--- config.mk ---
export PLATFORM = sky130hd
export DESIGN_NAME = uart_transmit_flat
export DESIGN_NICKNAME = d
export VERILOG_FILES = /design/src/rtl/uart_transmit_if.sv /design/src/rtl/uart_transmit.sv /design/src/flat_wrapper.sv
export SDC_FILE = /design/constraint.sdc
export NUM_CORES = 1
export LEC_CHECK = 0
export BUFFER_PORTS_ARGS = -buffer_cell sky130_fd_sc_hd__buf_2
export CORE_MARGIN = 2
export CORE_UTILIZATION = 60
export DETAILED_ROUTE_END_ITERATION = 8
export PLACE_DENSITY = 0.78
export SETUP_SLACK_MARGIN = 0.02
export SYNTH_ARGS = -nofsm -noshare
export SYNTH_HDL_FRONTEND = slang
export SYNTH_SLANG_ARGS = --single-unit
--- constraint.sdc ---
create_clock -name i_CLK -period 3 [get_ports i_CLK]
set_clock_uncertainty 0.1 [all_clocks]
set_input_delay 0.6 -clock i_CLK [delete_from_list [all_inputs] [get_ports i_CLK]]
set_output_delay 0.6 -clock i_CLK [all_outputs]
set_load 0.01 [all_outputs]
--- src/rtl/uart_transmit_if.sv ---
// uart_transmit_if: byte handshake and serial line signals between a producer and the transmitter.
interface uart_transmit_if;
    logic       i_Tx_DataValid;
    logic [7:0] i_Tx_Byte;
    logic       o_Tx_Ready;
    logic       o_Tx_Serial;
    logic       o_Tx_Active;
    logic       o_Tx_Done;
    modport master (
        output i_Tx_DataValid, i_Tx_Byte,
        input  o_Tx_Ready, o_Tx_Serial, o_Tx_Active, o_Tx_Done
    );
    modport slave (
        input  i_Tx_DataValid, i_Tx_Byte,
        output o_Tx_Ready, o_Tx_Serial, o_Tx_Active, o_Tx_Done
    );
endinterface

--- src/rtl/uart_transmit.sv ---
// uart_transmit: 8N1 serial transmitter fed by a small byte FIFO.
module uart_transmit #(
    parameter int CLKS_PER_BIT = 217,
    parameter int FIFO_DEPTH   = 4
) (
    input logic           i_CLK,
    input logic           i_RST,
    uart_transmit_if.slave tx
);
    localparam int CW = $clog2(CLKS_PER_BIT);
    localparam int PW = $clog2(FIFO_DEPTH);
    localparam int NW = PW + 1;

    typedef enum logic [2:0] {IDLE, START, DATA, STOP, CLEAN} state_t;

    state_t        state_q;
    logic [7:0]    mem_q [FIFO_DEPTH];
    logic [PW-1:0] wr_q, rd_q;
    logic [NW-1:0] count_q, count_d;
    logic [CW-1:0] baud_q;
    logic [2:0]    bit_q;
    logic [7:0]    shift_q;
    logic          line_q, active_q, done_q;
    logic          push, pop, baud_end;

    assign tx.o_Tx_Ready  = count_q != NW'(FIFO_DEPTH);
    assign tx.o_Tx_Serial = line_q;
    assign tx.o_Tx_Active = active_q;
    assign tx.o_Tx_Done   = done_q;

    assign push     = tx.i_Tx_DataValid && tx.o_Tx_Ready;
    assign pop      = (state_q == IDLE) && (count_q != '0);
    assign baud_end = baud_q == CW'(CLKS_PER_BIT - 1);

    always_comb count_d = count_q + NW'(push) - NW'(pop);

    always_ff @(posedge i_CLK)
        if (push) mem_q[wr_q] <= tx.i_Tx_Byte;

    always_ff @(posedge i_CLK) begin
        if (i_RST) begin
            wr_q    <= '0;
            rd_q    <= '0;
            count_q <= '0;
        end else begin
            wr_q    <= wr_q + PW'(push);
            rd_q    <= rd_q + PW'(pop);
            count_q <= count_d;
        end
    end

    // The next line level is registered on the same edge as each state change.
    always_ff @(posedge i_CLK) begin
        if (i_RST) begin
            state_q  <= IDLE;
            line_q   <= 1'b1;
            active_q <= 1'b0;
            done_q   <= 1'b0;
            baud_q   <= '0;
            bit_q    <= '0;
            shift_q  <= '0;
        end else begin
            case (state_q)
                IDLE: begin
                    done_q <= 1'b0;
                    if (pop) begin
                        shift_q  <= mem_q[rd_q];
                        line_q   <= 1'b0;
                        active_q <= 1'b1;
                        baud_q   <= '0;
                        bit_q    <= '0;
                        state_q  <= START;
                    end else begin
                        line_q   <= 1'b1;
                        active_q <= 1'b0;
                    end
                end
                START: begin
                    baud_q <= baud_end ? '0 : baud_q + CW'(1);
                    if (baud_end) begin
                        line_q  <= shift_q[0];
                        state_q <= DATA;
                    end
                end
                DATA: begin
                    baud_q <= baud_end ? '0 : baud_q + CW'(1);
                    if (baud_end && bit_q == 3'd7) begin
                        line_q  <= 1'b1;
                        state_q <= STOP;
                    end else if (baud_end) begin
                        shift_q <= shift_q >> 1;
                        line_q  <= shift_q[1];
                        bit_q   <= bit_q + 3'd1;
                    end
                end
                STOP: begin
                    baud_q <= baud_end ? '0 : baud_q + CW'(1);
                    if (baud_end) begin
                        active_q <= 1'b0;
                        done_q   <= 1'b1;
                        state_q  <= CLEAN;
                    end
                end
                CLEAN: begin
                    done_q  <= 1'b0;
                    line_q  <= 1'b1;
                    state_q <= IDLE;
                end
                default: state_q <= IDLE;
            endcase
        end
    end
endmodule

--- src/flat_wrapper.sv ---
// flat-port wrapper written by rule: the top's interface ports become plain ports
module uart_transmit_flat 
#(
    parameter int CLKS_PER_BIT = 217,
    parameter int FIFO_DEPTH   = 4
)
  (i_CLK, i_RST, tx_i_Tx_DataValid, tx_i_Tx_Byte, tx_o_Tx_Ready, tx_o_Tx_Serial, tx_o_Tx_Active, tx_o_Tx_Done);
  uart_transmit_if tx_i ();
  input logic i_CLK;
  input logic i_RST;
  input wire logic [$bits(tx_i.i_Tx_DataValid)-1:0] tx_i_Tx_DataValid;
  input wire logic [$bits(tx_i.i_Tx_Byte)-1:0] tx_i_Tx_Byte;
  output wire logic [$bits(tx_i.o_Tx_Ready)-1:0] tx_o_Tx_Ready;
  output wire logic [$bits(tx_i.o_Tx_Serial)-1:0] tx_o_Tx_Serial;
  output wire logic [$bits(tx_i.o_Tx_Active)-1:0] tx_o_Tx_Active;
  output wire logic [$bits(tx_i.o_Tx_Done)-1:0] tx_o_Tx_Done;
  assign tx_i.i_Tx_DataValid = tx_i_Tx_DataValid;
  assign tx_i.i_Tx_Byte = tx_i_Tx_Byte;
  assign tx_o_Tx_Ready = tx_i.o_Tx_Ready;
  assign tx_o_Tx_Serial = tx_i.o_Tx_Serial;
  assign tx_o_Tx_Active = tx_i.o_Tx_Active;
  assign tx_o_Tx_Done = tx_i.o_Tx_Done;
  uart_transmit #(.CLKS_PER_BIT(CLKS_PER_BIT), .FIFO_DEPTH(FIFO_DEPTH)) u_core (.i_CLK(i_CLK), .i_RST(i_RST), .tx(tx_i));
endmodule
# == After elaboration in Yosys (flattened, before gate mapping) ==
# Memories as Yosys holds them, arrays and structs flattened. A register that Yosys moved wholly into a read port is not among the register bits.
# Index checks and enable logic that the tools add are counted.
# op_classes
n_addsub,6
n_eq_ne,14
n_mux,29
reduce_logical,18
# ops
operator,count
$mux W8,5
$pmux W8 S2,2
$mux W3,7
$pmux W3 S4,1
$ne A2 B1 Y1 const B,5
$mux W1,9
$add A8 B1 Y8 const B,1
$eq A8 B8 Y1 const B,1
$reduce_and A4 Y1,2
$reduce_bool A2 Y1,4
$eq A3 B2 Y1 const B,2
$eq A3 B3 Y1 const B,2
$pmux W3 S2,1
$reduce_and A2 Y1,3
$add A2 B1 Y2,2
$pmux W1 S2,2
$pmux W1 S4,1
$reduce_bool A4 Y1,1
$add A3 B1 Y3,1
$add A3 B1 Y3 const B,1
$eq A3 B1 Y1 const B,1
$logic_and A1 B1 Y1,3
$logic_not A3 Y1,1
$ne A3 B1 Y1 const B,1
other kinds (8),8
# word_totals
ff_bits,32
ram_bits,32
inputBits,11
output_inout_bits,4
memories,1
# memory_table
name,depth,width,rd,rd_clocked_by_memory_dff,wr,line,rtl
u_core.mem_q,4,8,1,1,1,uart_transmit.sv:17,logic [7:0] mem_q [FIFO_DEPTH];

# == Depth between registers and ports, before layout ==
# Gate-level depths: netlist (run 1).
# logic_depth
ltp_word,4
depth_mapped,11
depth_no_buf,10

# == Worst setup path before layout (run 1) ==
# OpenSTA, ideal clock, no wires.
# synth_timing
path_type,register -> register
startpoint,register u_core.state_q[2]
endpoint,register u_core.count_q[2]
arrival_time_ps,2271
path_slack_ps,501
path_stages_with_launch,12
path_buffers,1
synth_period_minus_slack_ps,2499
path_cell_list,dfxtp_1 -> clkbuf_1 -> or2_2 -> nor3_4 -> ha_1 -> inv_1 -> ha_1 -> inv_1 -> fa_1 -> xor2_1 -> xnor2_1 -> nor2_1
# synth_between
elab_chain_cells,3
# synth_lines
element,line,rtl
"start, declared",uart_transmit.sv:16,state_t state_q;
"start signal, assigned",uart_transmit.sv:55,state_q <= IDLE;
"start signal, assigned",uart_transmit.sv:72,state_q <= START;
"start signal, assigned",uart_transmit.sv:82,state_q <= DATA;
$logic_not A3 Y1,uart_transmit.sv:32,assign pop = (state_q == IDLE) && (count_q != '0);
$logic_and A1 B1 Y1,uart_transmit.sv:32,
$sub A3 B1 Y3,uart_transmit.sv:35,always_comb count_d = count_q + NW'(push) - NW'(pop);
"end signal, assigned",uart_transmit.sv:48,count_q <= count_d;
"end, declared",uart_transmit.sv:19,"logic [NW-1:0] count_q, count_d;"
# No other way between the ends.
# A chain may end at the register's enable or synchronous reset.

# == Worst setup path in the final report (run 1) ==
# layout_timing
startpoint,register u_core.state_q[0]
endpoint,register u_core.count_q[2]
# Same word-level chain as after synthesis.

==> results of run 1 <==
metrics by stage:
stage | hold slack (ns) | worst slack, ns | cell area, sq um
finish | 0.366 | 0.612 | 3130
global route | 0.361 | 0.478 | 3130
floorplan | 0.335 | 0.501 | 2860
detailed placement | 0.361 | 0.587 | 2970
CTS | 0.363 | 0.589 | 3130
global placement | 0.345 | 0.704 | 2970
layout make-up:
class | count | area share, %
inverter | 8 | 0.958
clock buffer | 10 | 4.07
multi-input combinational | 153 | 37.4
tap | 54 | 2.16
clock inverter | 6 | 1.16
timing repair buffer | 18 | 3.19
sequential | 64 | 51.1
final timing paths:
path | start | to | slack, ns
setup / recovery | u_core.state_q[0] | u_core.count_q[2] | 0.61
hold / removal | u_core.bit_q[1] | u_core.bit_q[1] | 0.37
setup reg to reg | u_core.state_q[0] | u_core.count_q[2] | 0.61
hold reg to reg | u_core.bit_q[1] | u_core.bit_q[1] | 0.37
routing by layer:
| metal | GRT usage (%) | share of wire (%) | routed length [microns] |
|---|---|---|---|
| met1 | 31.0 | 49 | 2480 |
| met2 | 28.8 | 46 | 2330 |
| met3 | 6.63 | 4.0 | 202 |
| met4 | 9.88 | 1.7 | 87 |
| met5 | 0 | 0 | 0 |
cell usage in the layout, fill, tap and decap left out, drive strengths merged, types with 8 or more instances in the layout:
cell and count:
nand3 8, edfxtp 32, o31ai 8, ha 8, inv 8, a21oi 14
nand2 20, mux4 8, buf 18, a22oi 9, nor2 16, dfxtp 32
clkbuf 10
logic make-up (layout without fill, tap and decap cells):
family	after synthesis	after routing	share of synthesized area [%]
xor gates and xnor gates	8	8	2.45
AOI/OAI and AO/OA	47	47	11.2
muxes	13	13	8.05
and+or+nand+nor	75	75	14.6
buffers and inverters	20	42	3.06
DFF	64	64	56.0
adders and majority gates	10	10	4.59
power by group through the flow:
stage	clock network, mW	logic (mW)	registers (mW)
floorplan	0	0.603	1.16
global placement	0	0.690	1.23
detailed placement	0	0.715	1.23
CTS	0.639	0.720	1.21
global route	0.677	0.794	1.24
finish	0.627	0.715	1.21
cell usage after synthesis, types with 2 or more instances:
| library cell | count | share of area (%) |
|---|---|---|
| buf_2 | 4 | 0.70 |
| buf_4 | 2 | 0.52 |
| a21oi_1 | 13 | 2.3 |
| mux4_2 | 8 | 6.3 |
| buf_1 | 2 | 0.26 |
| edfxtp_1 | 32 | 34 |
| mux2i_1 | 5 | 1.7 |
| nor2b_1 | 4 | 0.87 |
| nand3_1 | 8 | 1.4 |
| nor2_1 | 16 | 2.1 |
| ha_1 | 8 | 3.5 |
| clkbuf_1 | 4 | 0.52 |
| xor2_1 | 4 | 1.2 |
| inv_1 | 8 | 1.0 |
| and3_1 | 2 | 0.44 |
| nor4b_1 | 2 | 0.61 |
| o31ai_1 | 8 | 2.1 |
| nor3_1 | 2 | 0.35 |
| or3b_1 | 2 | 0.61 |
| a22o_1 | 2 | 0.61 |
| and2_1 | 2 | 0.44 |
| xnor2_1 | 4 | 1.2 |
| nand2_1 | 20 | 2.6 |
| nand2b_1 | 2 | 0.44 |
| a211oi_2 | 2 | 0.87 |
| a22oi_1 | 9 | 2.4 |
| dfxtp_1 | 32 | 22 |
| or2_2 | 3 | 0.66 |
| a31oi_1 | 5 | 1.1 |
| nor3b_1 | 2 | 0.52 |
| o21ai_0 | 3 | 0.52 |
tightest hold or removal path, stage by stage (launching register included):
cell,delay (ns)
dfxtp_1,0.32
nand2_1,0.05
mux2i_1,0.05
state kept, by name (all words and copies together), names as in the netlist, 2 cells and up:
register        count
u_core.count_q      3
u_core.baud_q       8
u_core.bit_q        3
u_core.shift_q      8
u_core.mem_q       32
u_core.rd_q         2
u_core.wr_q         2
u_core.state_q      3
==> results.sh, run 1 <==
export IMPL_run_status="complete, no violations"
export IMPL_cts_root_buffer_cell="clkbuf_8"
export IMPL_hold_path_class="reg2reg"
export IMPL_synth_edf_count=32
export IMPL_critical_path_peak_fanout=12
export IMPL_ys_flop_type="edfxtp_1"
export IMPL_slowest_stage="dfxtp_1"
export IMPL_synth_seq_area_share_pct=56.0
export IMPL_p_int_mw=1.73
export IMPL_syn_area_per_cell_sq_um=12.1
export IMPL_syn_num_nets=257
export IMPL_multiInputGateArea_sq_mm=0.00117
export IMPL_cp_data_arrival_time_ns=2.50
export IMPL_clock_sink_total=64
export IMPL_core_sq_mm=0.00466
export IMPL_first_global_vias=1686
export IMPL_clk_insertion_delay_late_ns=0.34
export IMPL_drtIter0Drc=219
export IMPL_r2r_worst_path_cells=10
export IMPL_timing_hold_worst_path_depth=2
export IMPL_final_cell_count_no_fill=313
export IMPL_gp_routability_congestion=0.802
export IMPL_slew_headroom_pct=51.4
export IMPL_place_port_buffers=14
export IMPL_p_switching_mw=0.822
export IMPL_synthCells=237
export IMPL_timing_critical_path_required_ns=3.11
export IMPL_die_h_microns=73.0
export IMPL_routed_via_density=5.94
export IMPL_finalMaxSlewViolations=0
export IMPL_start_util_pct=61.4
export IMPL_design_die_area_sq_mm=0.00534
export IMPL_power_frac_comb_pct=28.0
export IMPL_setup_viol=0
export IMPL_via_count=1859
export IMPL_top_level_port_count=15
export IMPL_place_hpwl_microns=3490
export IMPL_post_cts_resized_instances=0
export IMPL_crit_path_max_incr_delay_ns=0.41
export IMPL_wire_length_of_the_first_global_routing_pass_microns=8160
export IMPL_nets=274
export IMPL_routed_wl_microns=5100
export IMPL_timing_worst_setup_path_type="reg2reg"
export IMPL_layout_area_overhead_vs_synth_pct=9.58
export IMPL_netlist_cell_type_count=48
export IMPL_grt_start_max_net_pins=21
export IMPL_grtUsageTotal_pct=21.2
export IMPL_final_fill_count=328
export IMPL_yosys_warnings=0
export IMPL_dp_cells=297
export IMPL_power_per_cell_area_mw_per_mm2=814
export IMPL_totalPowerFinal_mw=2.55
export IMPL_synth_seq_cells=64
export IMPL_routed_wire_length_per_instance_microns=16.3
export IMPL_endpoint_kind="flop"
export IMPL_max_freq_mhz=419
export IMPL_clock_network_power_share_pct=24.6
export IMPL_final_hold_violation_count=0
export IMPL_post_layout_minimum_cycle_time_ns=2.39
export IMPL_crit_buf_inv=2
export IMPL_cts_htree_levels=3
export IMPL_cts_buffers_inserted=9
export IMPL_final_period_utilization_pct=79.6
export IMPL_finalCoreUtilization_pct=67.2
export IMPL_p_sw_share_pct=32.2
export IMPL_die_w_microns=73.0
export IMPL_ff_latch_area_sq_mm=0.00160
export IMPL_detailedRoute_firstPassIterationCount=4
export IMPL_power_leakage_nw=1.17
export IMPL_grt_overflow_total=0
export IMPL_pwr_share_seq_pct=47.4
export IMPL_worstSetupPathDepth=10
export IMPL_finalSetupTns_ns=0
export IMPL_vdd_ir_drop_max_uv=524
export IMPL_slew_of_the_pin_with_the_lowest_slew_margin_ns=0.726
export IMPL_drtAntennaViolNets=0
export IMPL_clock_pin_transition_on_the_worst_setup_and_hold_timing_paths_ns=0.07
export IMPL_antenna_found_initial=0
export IMPL_crit_path_start_kind="flop"
export IMPL_hold_buffers_post_cts=0
export IMPL_post_route_cells_drive_above_1_share_pct=20.5
export IMPL_grt_setup_unrepaired="no"
export IMPL_max_cap_viol_count=0
export IMPL_critPathTopFamily="adder cells"
export IMPL_cp_cell_sequence="or2_2 -> nor3_4 -> ha_1 -> inv_1 -> ha_1 -> inv_1 -> fa_1 -> xor2_1 -> xnor2_1 -> nor2_1"
export IMPL_tritoncts="built"
export IMPL_insertedDiodeCount=0
export IMPL_cts_buffer_depth=2
export IMPL_postCtsSetupRepairBufs=0
export IMPL_rows=25
export IMPL_ys_async_sr_fraction_pct=0
export IMPL_synth_area_sq_mm=0.00286
export IMPL_detail_route_drc_violations=0
No activity file was read; power rests on OpenSTA's default activity.
==> run 2, diff against run 1 <==
==> constraint.sdc (replaced) <==
create_clock -name i_CLK -period 2.5 [get_ports i_CLK]
set_clock_uncertainty 0.1 [all_clocks]
set_input_delay 0.5 -clock i_CLK [delete_from_list [all_inputs] [get_ports i_CLK]]
set_output_delay 0.5 -clock i_CLK [all_outputs]
set_load 0.01 [all_outputs]
==> results.sh, run 2 (same netlist as run 1, synthesis figures left out) <==
export IMPL_run_status="complete, no violations"
export IMPL_layout_cells_most_common_list="dfxtp_1, edfxtp_1, nand2_1"
export IMPL_cp_cell_sequence="nor3_4 -> nor3_4 -> ha_1 -> inv_1 -> ha_1 -> inv_1 -> fa_1 -> xor2_1 -> xnor2_1 -> nor2_1"
export IMPL_pwr_share_seq_pct=42.4
export IMPL_nets=280
export IMPL_clock_network_power_share_pct=31.2
export IMPL_r2r_slack_ns=0.21
export IMPL_max_cap_viol_count=0
export IMPL_cp_startpoint="u_core.count_q[1]"
export IMPL_drtAntennaViolNets=0
export IMPL_p_sw_share_pct=29.3
export IMPL_start_util_pct=61.4
export IMPL_largestRegisters="u_core.mem_q x32, u_core.baud_q x8, u_core.shift_q x8"
export IMPL_antenna_found_initial=0
export IMPL_post_route_cells_drive_above_1_share_pct=22.6
export IMPL_cts_buffers_inserted=9
export IMPL_design_die_area_sq_mm=0.00534
export IMPL_slowest_stage="dfxtp_1"
export IMPL_post_layout_minimum_cycle_time_ns=2.29
export IMPL_timing_hold_worst_path_depth=1
export IMPL_detail_route_drc_violations=0
export IMPL_die_w_microns=73.0
export IMPL_gp_routability_congestion=0.856
export IMPL_holdPathEnd="u_core.mem_q[0][3]"
export IMPL_worstReg2RegStart="u_core.count_q[1]"
export IMPL_finalMaxSlewViolations=0
export IMPL_p_switching_mw=1.00
export IMPL_crit_path_max_incr_delay_ns=0.38
export IMPL_grt_overflow_total=0
export IMPL_routed_wl_microns=5110
export IMPL_vdd_ir_drop_max_uv=640
export IMPL_r2r_worst_path_cells=10
export IMPL_place_hpwl_microns=3490
export IMPL_critical_path_peak_fanout=5
export IMPL_grtUsageTotal_pct=21.4
export IMPL_cts_buffer_depth=2
export IMPL_grt_setup_unrepaired="no"
export IMPL_routed_via_density=5.83
export IMPL_max_flop_register="u_core.mem_q"
export IMPL_place_port_buffers=14
export IMPL_hold_path_class="in2reg"
export IMPL_cts_htree_levels=3
export IMPL_timing_critical_path_required_ns=2.63
export IMPL_final_cell_count_no_fill=319
export IMPL_first_global_vias=1745
export IMPL_crit_path_start_kind="flop"
export IMPL_clk_insertion_delay_late_ns=0.34
export IMPL_largest_register_ff_count=32
export IMPL_r2r_end="u_core.count_q[2]"
export IMPL_timing_worst_setup_path_type="reg2reg"
export IMPL_routed_wire_length_per_instance_microns=16.0
export IMPL_drtIter0Drc=192
export IMPL_postCtsSetupRepairBufs=0
export IMPL_cts_root_buffer_cell="clkbuf_8"
export IMPL_finalSetupTns_ns=0
export IMPL_dp_cells=303
export IMPL_power_per_cell_area_mw_per_mm2=1050
export IMPL_tritoncts="built"
export IMPL_max_freq_mhz=437
export IMPL_p_int_mw=2.42
export IMPL_grt_start_max_net_pins=21
export IMPL_cp_data_arrival_time_ns=2.42
export IMPL_slew_of_the_pin_with_the_lowest_slew_margin_ns=0.574
export IMPL_detailedRoute_firstPassIterationCount=4
export IMPL_wire_length_of_the_first_global_routing_pass_microns=8430
export IMPL_layout_area_overhead_vs_synth_pct=14.2
export IMPL_final_hold_violation_count=0
export IMPL_top_level_port_count=15
export IMPL_die_h_microns=73.0
export IMPL_via_count=1859
export IMPL_insertedDiodeCount=0
export IMPL_clock_pin_transition_on_the_worst_setup_and_hold_timing_paths_ns=0.07
export IMPL_slew_headroom_pct=61.7
export IMPL_power_frac_comb_pct=26.4
export IMPL_power_leakage_nw=1.25
export IMPL_rows=25
export IMPL_setup_viol=0
export IMPL_min_delay_start="tx_i_Tx_Byte[3]"
export IMPL_core_sq_mm=0.00466
export IMPL_final_period_utilization_pct=91.5
export IMPL_endpoint_kind="flop"
export IMPL_clock_sink_total=64
run 2: cell count changes in the layout (fill, tap and decap cells not counted), moves of 2 or more:
cell	previous run	this run
buf_4	4	10
bufinv_16	0	3
clkinv_2	2	0
clkinvlp_4	3	1
run 2: metal layers:
metal | global-route usage [%] | vias to the layer above | routed length (microns)
li1 | - | 930 | -
met1 | 29.7 | 897 | 2460
met2 | 31.3 | 25 | 2390
met3 | 6.77 | 7 | 179
met4 | 8.23 | 0 | 76
met5 | 0 | - | 0
run 2: what timing repair did:
item,4_1_cts,5_1_grt
resized for setup,0,1
setup endpoints to repair,0,1
hold buffers,0,0
run 2: stage by stage:
step	hold WS [ns]	power, mW	worst slack (ns)	area (sq um)	utilization [%]
5_1_grt	0.262	3.61	0.103	3270	70.1
3_3_place_gp	0.349	2.33	0.265	3020	64.8
2_1_floorplan	0.335	2.13	0.0248	2860	-
4_1_cts	0.260	3.44	0.119	3260	70.0
6_report	0.277	3.42	0.213	3270	70.1
3_5_place_dp	0.365	2.36	0.204	3020	64.8
run 2: power groups by stage:
stage,sequential [mW],clock (mW),combinational (mW)
floorplan,1.40,0,0.729
global placement,1.46,0,0.874
detailed placement,1.47,0,0.888
CTS,1.45,1.09,0.904
global route,1.48,1.13,0.999
finish,1.45,1.07,0.902
run 2: worst max-delay path by stage:
stage	slack, ns	cells after the start	to
2_1_floorplan	0.02	11	u_core.count_q[2]
3_3_place_gp	0.27	10	u_core.count_q[2]
3_5_place_dp	0.20	10	u_core.count_q[2]
4_1_cts	0.12	10	u_core.count_q[2]
5_1_grt	0.10	10	u_core.count_q[2]
6_report	0.21	10	u_core.count_q[2]
run 2: cell type report:
class	count	area, sq um
flip-flops and latches	64	1600
fillers	342	1390
multi-input cells	153	1180
repair buffers	24	145
clock buffers	9	124
clock inverters	7	119
well taps	54	67.6
inverters	8	30.0
run 2: critical path, delay by kind of cell (launching register included):
| family | cells | cell delay, ns |
|---|---|---|
| adder cells (fa/ha/maj) | 3 | 0.80 |
| AND/OR/NAND/NOR | 3 | 0.45 |
| flip-flops | 1 | 0.38 |
| XOR/XNOR | 2 | 0.35 |
| buffers and inverters | 2 | 0.11 |
